**config.mk**
```make
export PLATFORM = sky130hd
export DESIGN_NAME = operand_feeder_flat
export DESIGN_NICKNAME = d
export VERILOG_FILES = /design/src/rtl/operand_feeder_pkg.sv /design/src/rtl/operand_feeder_if.sv /design/src/rtl/operand_feeder_fifo.sv /design/src/rtl/operand_feeder.sv /design/src/flat_wrapper.sv
export SDC_FILE = /design/constraint.sdc
export NUM_CORES = 1
export LEC_CHECK = 0
export BUFFER_PORTS_ARGS = -buffer_cell sky130_fd_sc_hd__buf_2
export CAP_MARGIN = 20
export CORE_MARGIN = 3
export CORE_UTILIZATION = 59
export DETAILED_ROUTE_END_ITERATION = 8
export PLACE_DENSITY = 0.83
export RECOVER_POWER = 100
export REMOVE_ABC_BUFFERS = 1
export SLEW_MARGIN = 20
export SYNTH_ARGS = -nofsm -noshare
export SYNTH_HDL_FRONTEND = slang
export SYNTH_SLANG_ARGS = --single-unit
```
**constraint.sdc**
```tcl
create_clock -name CLK -period 6.4 [get_ports CLK]
set_input_delay 0.32 -clock CLK [delete_from_list [all_inputs] [get_ports CLK]]
set_output_delay 0.32 -clock CLK [all_outputs]
set_load 0.02 [all_outputs]
```
**src/rtl/operand_feeder_pkg.sv**
```systemverilog
// Shared types and constants for the operand feeder.
// Holds the FSM state enum, the default operand width and the operand-pair struct.
// No logic; imported by the feeder and used by its environment.
package operand_feeder_pkg;

  localparam int W = 6;

  typedef enum logic [1:0] {
    IDLE  = 2'd0,
    ISSUE = 2'd1,
    CHECK = 2'd2
  } state_t;

  typedef struct packed {
    logic [W-1:0] a;
    logic [W-1:0] b;
  } operand_pair_t;

endpackage

```
**src/rtl/operand_feeder_if.sv**
```systemverilog
// Handshake bundle between the operand feeder and its upstream/downstream neighbours.
// master: feeder side (enqueue sink, start/check method caller, result source).
// slave: environment side (drives operands, method readiness and the check return value).
interface operand_feeder_if #(parameter int W = operand_feeder_pkg::W);

  logic [W-1:0] enq_a;
  logic [W-1:0] enq_b;
  logic         EN_enq;
  logic         RDY_enq;
  logic [W-1:0] start_a;
  logic [W-1:0] start_b;
  logic         EN_start;
  logic         RDY_start;
  logic [W-1:0] variable__check_d;
  logic         EN_variable__check;
  logic [W-1:0] variable__check;
  logic         RDY_variable__check;
  logic         res_val;
  logic [W-1:0] res_data;
  logic [7:0]   issued_cnt;
  logic         mismatch;

  modport master (
    input  enq_a, enq_b, EN_enq, RDY_start, variable__check, RDY_variable__check,
    output RDY_enq, start_a, start_b, EN_start, variable__check_d, EN_variable__check,
    output res_val, res_data, issued_cnt, mismatch
  );

  modport slave (
    output enq_a, enq_b, EN_enq, RDY_start, variable__check, RDY_variable__check,
    input  RDY_enq, start_a, start_b, EN_start, variable__check_d, EN_variable__check,
    input  res_val, res_data, issued_cnt, mismatch
  );

endinterface

```
**src/rtl/operand_feeder_fifo.sv**
```systemverilog
// operand_fifo: circular buffer of DEPTH operand pairs (PW bits each); head is visible combinationally.
// Latency: a push is visible at the head the cycle after it is accepted.
// Backpressure: push_rdy comes from registered occupancy only, so a same-cycle pop never raises it.
module operand_fifo #(
  parameter int DEPTH = 4,
  parameter int PW    = 12
) (
  input  logic          clk,
  input  logic          rst_n,
  input  logic          push,
  input  logic [PW-1:0] push_dat,
  output logic          push_rdy,
  input  logic          pop,
  output logic [PW-1:0] head_dat,
  output logic          not_empty
);

  localparam int AW = (DEPTH > 1) ? $clog2(DEPTH) : 1;
  localparam int CW = AW + 1;

  logic [PW-1:0] mem [DEPTH];
  logic [AW-1:0] wr_ptr_q;
  logic [AW-1:0] rd_ptr_q;
  logic [CW-1:0] count_q;
  logic          push_ok;
  logic          pop_ok;

  assign push_rdy  = (count_q != CW'(DEPTH));
  assign not_empty = (count_q != '0);
  assign head_dat  = mem[rd_ptr_q];
  assign push_ok   = push && push_rdy;
  assign pop_ok    = pop && not_empty;

  // Storage needs no reset: occupancy alone decides what is valid.
  always_ff @(posedge clk) begin
    if (push_ok) mem[wr_ptr_q] <= push_dat;
  end

  // DEPTH is a power of two, so pointers wrap by natural overflow.
  always_ff @(posedge clk or negedge rst_n) begin
    if (!rst_n) begin
      wr_ptr_q <= '0;
      rd_ptr_q <= '0;
      count_q  <= '0;
    end else begin
      if (push_ok) wr_ptr_q <= wr_ptr_q + AW'(1);
      if (pop_ok)  rd_ptr_q <= rd_ptr_q + AW'(1);
      case ({push_ok, pop_ok})
        2'b10:   count_q <= count_q + CW'(1);
        2'b01:   count_q <= count_q - CW'(1);
        default: count_q <= count_q;
      endcase
    end
  end

endmodule

```
**src/rtl/operand_feeder.sv**
```systemverilog
// Queues operand pairs and drives each through a downstream start call then a check call; optional self-check
// (OPERAND_FEEDER_SELF_CHECK_EN) flags a check value != a+b. Ports: CLK, RST_N, bus (operand_feeder_if.master).
// Latency: 2 cycles per transaction minimum; res_val pulses the cycle after the check fires; stalls on RDY_start/RDY_variable__check.
module operand_feeder #(
  parameter int DEPTH = 4,
  parameter int W     = 6
) (
  input  logic               CLK,
  input  logic               RST_N,
  operand_feeder_if.master   bus
);

  import operand_feeder_pkg::*;

  state_t         state_q, state_d;
  logic [W-1:0]   hold_a_q;
  logic [2*W-1:0] head_dat;
  logic           not_empty;
  logic           start_fire;
  logic           check_fire;
  logic [W-1:0]   start_a, start_b, check_d;
  logic           res_val_q;
  logic [W-1:0]   res_data_q;
  logic [7:0]     issued_cnt_q;

  operand_fifo #(.DEPTH(DEPTH), .PW(2*W)) u_fifo (
    .clk       (CLK),
    .rst_n     (RST_N),
    .push      (bus.EN_enq),
    .push_dat  ({bus.enq_a, bus.enq_b}),
    .push_rdy  (bus.RDY_enq),
    .pop       (start_fire),
    .head_dat  (head_dat),
    .not_empty (not_empty)
  );

  always_comb begin
    state_d    = state_q;
    start_a    = '0;
    start_b    = '0;
    start_fire = 1'b0;
    check_d    = '0;
    check_fire = 1'b0;
    case (state_q)
      IDLE: begin
        if (not_empty) state_d = ISSUE;
      end
      ISSUE: begin
        start_a    = head_dat[2*W-1:W];
        start_b    = head_dat[W-1:0];
        // not_empty always holds in ISSUE; kept so a pop can never underflow.
        start_fire = bus.RDY_start && not_empty;
        if (start_fire) state_d = CHECK;
      end
      CHECK: begin
        check_d    = hold_a_q;
        check_fire = bus.RDY_variable__check;
        if (check_fire) state_d = not_empty ? ISSUE : IDLE;
      end
      default: state_d = IDLE;
    endcase
  end

  always_ff @(posedge CLK or negedge RST_N) begin
    if (!RST_N) begin
      state_q      <= IDLE;
      hold_a_q     <= '0;
      res_val_q    <= 1'b0;
      res_data_q   <= '0;
      issued_cnt_q <= '0;
    end else begin
      state_q   <= state_d;
      res_val_q <= check_fire;
      if (start_fire) hold_a_q <= head_dat[2*W-1:W];
      if (check_fire) begin
        res_data_q   <= bus.variable__check;
        issued_cnt_q <= issued_cnt_q + 8'd1;
      end
    end
  end

`ifdef OPERAND_FEEDER_SELF_CHECK_EN
  // b is only needed by the comparator, so it is held only in this build.
  logic [W-1:0] hold_b_q;
  logic [W-1:0] exp_sum;
  logic         mismatch_q;

  assign exp_sum = hold_a_q + hold_b_q;

  always_ff @(posedge CLK or negedge RST_N) begin
    if (!RST_N) begin
      hold_b_q   <= '0;
      mismatch_q <= 1'b0;
    end else begin
      if (start_fire) hold_b_q <= head_dat[W-1:0];
      if (check_fire && (bus.variable__check != exp_sum)) mismatch_q <= 1'b1;
    end
  end

  assign bus.mismatch = mismatch_q;
`else
  assign bus.mismatch = 1'b0;
`endif

  assign bus.start_a            = start_a;
  assign bus.start_b            = start_b;
  assign bus.EN_start           = start_fire;
  assign bus.variable__check_d  = check_d;
  assign bus.EN_variable__check = check_fire;
  assign bus.res_val            = res_val_q;
  assign bus.res_data           = res_data_q;
  assign bus.issued_cnt         = issued_cnt_q;

endmodule

```
**src/flat_wrapper.sv**
```systemverilog
// flat-port wrapper written by rule: the top's interface ports become plain ports
module operand_feeder_flat import operand_feeder_pkg::*;
#(
  parameter int DEPTH = 4,
  parameter int W     = 6
)
  (CLK, RST_N, bus_enq_a, bus_enq_b, bus_EN_enq, bus_RDY_start, bus_variable__check, bus_RDY_variable__check, bus_RDY_enq, bus_start_a, bus_start_b, bus_EN_start, bus_variable__check_d, bus_EN_variable__check, bus_res_val, bus_res_data, bus_issued_cnt, bus_mismatch);
  operand_feeder_if #(.W(W)) bus_i ();
  input  logic CLK;
  input  logic RST_N;
  input wire logic [$bits(bus_i.enq_a)-1:0] bus_enq_a;
  input wire logic [$bits(bus_i.enq_b)-1:0] bus_enq_b;
  input wire logic [$bits(bus_i.EN_enq)-1:0] bus_EN_enq;
  input wire logic [$bits(bus_i.RDY_start)-1:0] bus_RDY_start;
  input wire logic [$bits(bus_i.variable__check)-1:0] bus_variable__check;
  input wire logic [$bits(bus_i.RDY_variable__check)-1:0] bus_RDY_variable__check;
  output wire logic [$bits(bus_i.RDY_enq)-1:0] bus_RDY_enq;
  output wire logic [$bits(bus_i.start_a)-1:0] bus_start_a;
  output wire logic [$bits(bus_i.start_b)-1:0] bus_start_b;
  output wire logic [$bits(bus_i.EN_start)-1:0] bus_EN_start;
  output wire logic [$bits(bus_i.variable__check_d)-1:0] bus_variable__check_d;
  output wire logic [$bits(bus_i.EN_variable__check)-1:0] bus_EN_variable__check;
  output wire logic [$bits(bus_i.res_val)-1:0] bus_res_val;
  output wire logic [$bits(bus_i.res_data)-1:0] bus_res_data;
  output wire logic [$bits(bus_i.issued_cnt)-1:0] bus_issued_cnt;
  output wire logic [$bits(bus_i.mismatch)-1:0] bus_mismatch;
  assign bus_i.enq_a = bus_enq_a;
  assign bus_i.enq_b = bus_enq_b;
  assign bus_i.EN_enq = bus_EN_enq;
  assign bus_i.RDY_start = bus_RDY_start;
  assign bus_i.variable__check = bus_variable__check;
  assign bus_i.RDY_variable__check = bus_RDY_variable__check;
  assign bus_RDY_enq = bus_i.RDY_enq;
  assign bus_start_a = bus_i.start_a;
  assign bus_start_b = bus_i.start_b;
  assign bus_EN_start = bus_i.EN_start;
  assign bus_variable__check_d = bus_i.variable__check_d;
  assign bus_EN_variable__check = bus_i.EN_variable__check;
  assign bus_res_val = bus_i.res_val;
  assign bus_res_data = bus_i.res_data;
  assign bus_issued_cnt = bus_i.issued_cnt;
  assign bus_mismatch = bus_i.mismatch;
  operand_feeder #(.DEPTH(DEPTH), .W(W)) u_core (.CLK(CLK), .RST_N(RST_N), .bus(bus_i));
endmodule
```
==> results.md <==
* Outcome: finished with violations
* Failing checks: max-capacitance violations, max-slew violations
* Synth Instances at 202
* Reg2reg end: u_core.u_fifo.count_q[2]
* Top cell by count, worst path: xor2_1
* Highest-delay cell along the critical path: nor2b_1
* Initial DRC Count at 79
* Worst Path Arrival at between 3000 and 4000 ps
* CTS clk-pin slew, worst paths at about 80 ps
* Ys async rst share at 0.385
* IO buf count at 58
* Final Hold Viols at 0
* Tcrit/Tclk final at 0.449
* Post-DR vias/cell at ~5.3
* Critical path class: flop to flop
* Crit end category: flop
* Total core area at around 0.0052 mm2
* CP top delay family: simple AND/OR/NAND/NOR gates
* Buffers & Inverters on Critical Path at 1
* Hold Path End: u_core.bus.res_data[2]
* WL per Instance at between 15 and 20 um
* Post-Synth Adder-Cell Area at 0.0292
* Die width at about 80 um
* # rows at 26
* Antenna violations before repair at 0
* Sink Count at 78
* Skew-Pair Late Insertion Delay at 340 ps
* Crit-path max cell delay at approximately 700 ps
* CTS tree: done
* Max Cap Viol at 1
* Num CTS Buffers at 9
* Hold path depth at 3
* Ports at 60
* Yosys reg bits at a little under 80
* Post-CTS Resized at 0
* Top FF cell, synth: edfxtp_1
* DPL Wire Length at approximately 3700 um
* GPL Wtd Cong at around 0.75
* CP startpoint kind: flop
* Setup bufs post-CTS at 0
* FF-to-FF setup slack at 3530 ps
* Largest net degree at the start of global routing at 31
* Unrepaired setup endpoints after global routing: false
* Largest family of logic cells by synthesized area: multiplexers
* Synth unique cells at 33
* Worst reg-to-reg path cell count at 8
* Hold Path Class: input port to flop
* Simple-gate share of the synthesized area at 0.108
* Overall power at 1.69 mW
* Worst EP required at 6660 ps
* Sequential fraction of the synthesis area at 0.674
* Clock tree buffer depth at 2
* Synth Area in Compound Gates at 0.00808
* CP Cell Sequence: nor2b_1 -> and3_1 -> ha_1 -> inv_1 -> fa_1 -> xor2_1 -> nor2_1 -> xor2_1
* Yosys warning total at 0
* Initial DRT Pass Iterations at 4
* Via Count at 1801
* Mapped cell area at between 0.003 and 0.004 mm2
* Final setup viols at 0
* Pwr per Cell Area at around 460 mW/mm2
* Pre-CTS setup slack at roughly 3700 ps
* Clock skew at approximately 7.4 ps
* First-pass GRT wire length at just under 9000 um
* Xor/xnor share of the synthesized area at 0.0350
* Post-synthesis mux area share at 0.117
* Worst Hold Launch: bus_variable__check[2]
* Slew HR at -0.0395
* EDFF count, synth at 48
* # diodes at 0
* Largest fanout on the critical path at 15
* VDD IR max at approximately 0.28 mV
* Leakage power total at ~1.4 nW
* Total congestion overflow at 0
* Fmax at 348 MHz
* Antenna-violating nets left at 0
* Final setup margin at 3530 ps
* Die area at 0.00644 mm2
* Layout cells sized above 1 at 0.157
* GRT Total Usage at 0.187
* CTS root buf: clkbuf_8
* NumNets Final at approximately 290
* Vias in the first global route at between 1500 and 2000
* Fillers at 396
* Hold_buf cts at 0
* Syn_area_per_cell at ~16 um2
* Most common cell after layout, fill and taps aside: edfxtp_1
* Initial Util at 0.625
* Setup TNS at 0 ps
* Measured slew at the worst slew-check pin at about 1600 ps
* Die Height at ~80 um
* R2r startpoint: u_core.state_q[1]
* Tmin final at 2870 ps
* Routed WL at about 5400 um
* H-tree Lvls at 3
* Max-slew violations at 31
* Synth-to-Final Area Change at 12.0%
* DRC viols at 0
* Most frequent cells in the layout: 48 x edfxtp_1, 46 x clkbuf_1, 30 x dfrtp_1, 24 x nand2_1, 14 x and2_1
==> through the flow <==
stage          cells  area [um2]   util  hold slack (ps)
6_report         338        3640  0.700              169
3_3_place_gp     322        3570  0.686              386
3_5_place_dp     322        3570  0.686              389
4_1_cts          338        3740  0.718             11.8
2_1_floorplan    194        3190      -             24.4
5_1_grt          338        3640  0.700              163
==> kinds of logic (layout without fill, tap and decap cells) <==
family / count (synthesis) / after routing
adder cells (fa/ha/maj): 7 / 7
multiplexers: 20 / 20
other: 1 / 1
AND/OR/NAND/NOR: 64 / 64
AO/OA/AOI/OAI: 3 / 3
XOR/XNOR: 13 / 13
flip-flops: 78 / 78
buffers and inverters: 16 / 82
==> registers in the layout (all words and copies together), names as in the netlist <==
signal and count:
u_core.u_fifo.rd_ptr_q 2, u_core.state_q 2, u_core.bus.res_val 1, u_core.hold_a_q 6, u_core.bus.res_data 6, u_core.u_fifo.count_q 3
u_core.bus.issued_cnt 8, u_core.u_fifo.wr_ptr_q 2, u_core.u_fifo.mem 48
==> worst register-to-register path, delay by kind of cell (launching register included) <==
| kind | cells | cell delay [ps] |
|---|---|---|
| buffers and inverters | 1 | 60 |
| flip-flops | 1 | 420 |
| XOR/XNOR | 2 | 310 |
| AND/OR/NAND/NOR | 3 | 1350 |
| adder cells (fa/ha/maj) | 2 | 650 |
==> where the power goes <==
part	internal, mW	leakage [nW]	switching, mW
Combinational	0.243	0.550	0.340
Sequential	0.684	0.813	0.107
Clock	0.140	0.0817	0.172
==> synthesized netlist by cell type, types with 2 or more instances <==
| master | instances | area [um2] |
|---|---|---|
| a21o_2 | 2 | 17.5 |
| nor2b_1 | 2 | 12.5 |
| mux2_4 | 6 | 90.1 |
| nand2_1 | 24 | 90.1 |
| dfrtp_1 | 30 | 751 |
| and2_1 | 18 | 113 |
| buf_2 | 3 | 15.0 |
| xor2_1 | 5 | 43.8 |
| edfxtp_1 | 48 | 1440 |
| nor2_1 | 2 | 7.51 |
| mux4_2 | 12 | 270 |
| inv_1 | 8 | 30.0 |
| and3_1 | 5 | 31.3 |
| nand4_1 | 4 | 25.0 |
| buf_6 | 3 | 33.8 |
| ha_1 | 6 | 75.1 |
| xnor2_1 | 8 | 70.1 |
==> metal layers <==
| metal | part of all wire | wire length, um | track usage |
|---|---|---|---|
| met3 | 0.052 | 281 | 0.0527 |
| met5 | 0 | 0 | 0 |
| met4 | 0.015 | 83 | 0.0709 |
| met2 | 0.48 | 2580 | 0.287 |
| met1 | 0.45 | 2450 | 0.258 |
==> cell type report <==
| class | instances | area, um2 | area share |
|---|---|---|---|
| clock buffers | 10 | 128 | 0.0350 |
| clock inverters | 6 | 37.5 | 0.0103 |
| inverters | 8 | 30.0 | 0.00824 |
| multi-input cells | 108 | 936 | 0.257 |
| flip-flops and latches | 78 | 2190 | 0.601 |
| well taps | 70 | 87.6 | 0.0240 |
| repair buffers | 58 | 234 | 0.0642 |
==> worst max-delay path by stage <==
stage | start | endpoint | slack [ps] | cells past startpoint
after floorplan | u_core.state_q[1] | u_core.u_fifo.count_q[2] | 4200 | 8
after global placement | u_core.state_q[1] | u_core.u_fifo.count_q[2] | 3810 | 8
after detailed placement | u_core.state_q[1] | u_core.u_fifo.count_q[2] | 3710 | 8
after CTS | u_core.state_q[0] | u_core.u_fifo.count_q[2] | 3660 | 8
after global routing | u_core.state_q[0] | u_core.u_fifo.count_q[2] | 3140 | 8
final | u_core.state_q[1] | u_core.u_fifo.count_q[2] | 3530 | 8
(Power assumes the default switching activity.)
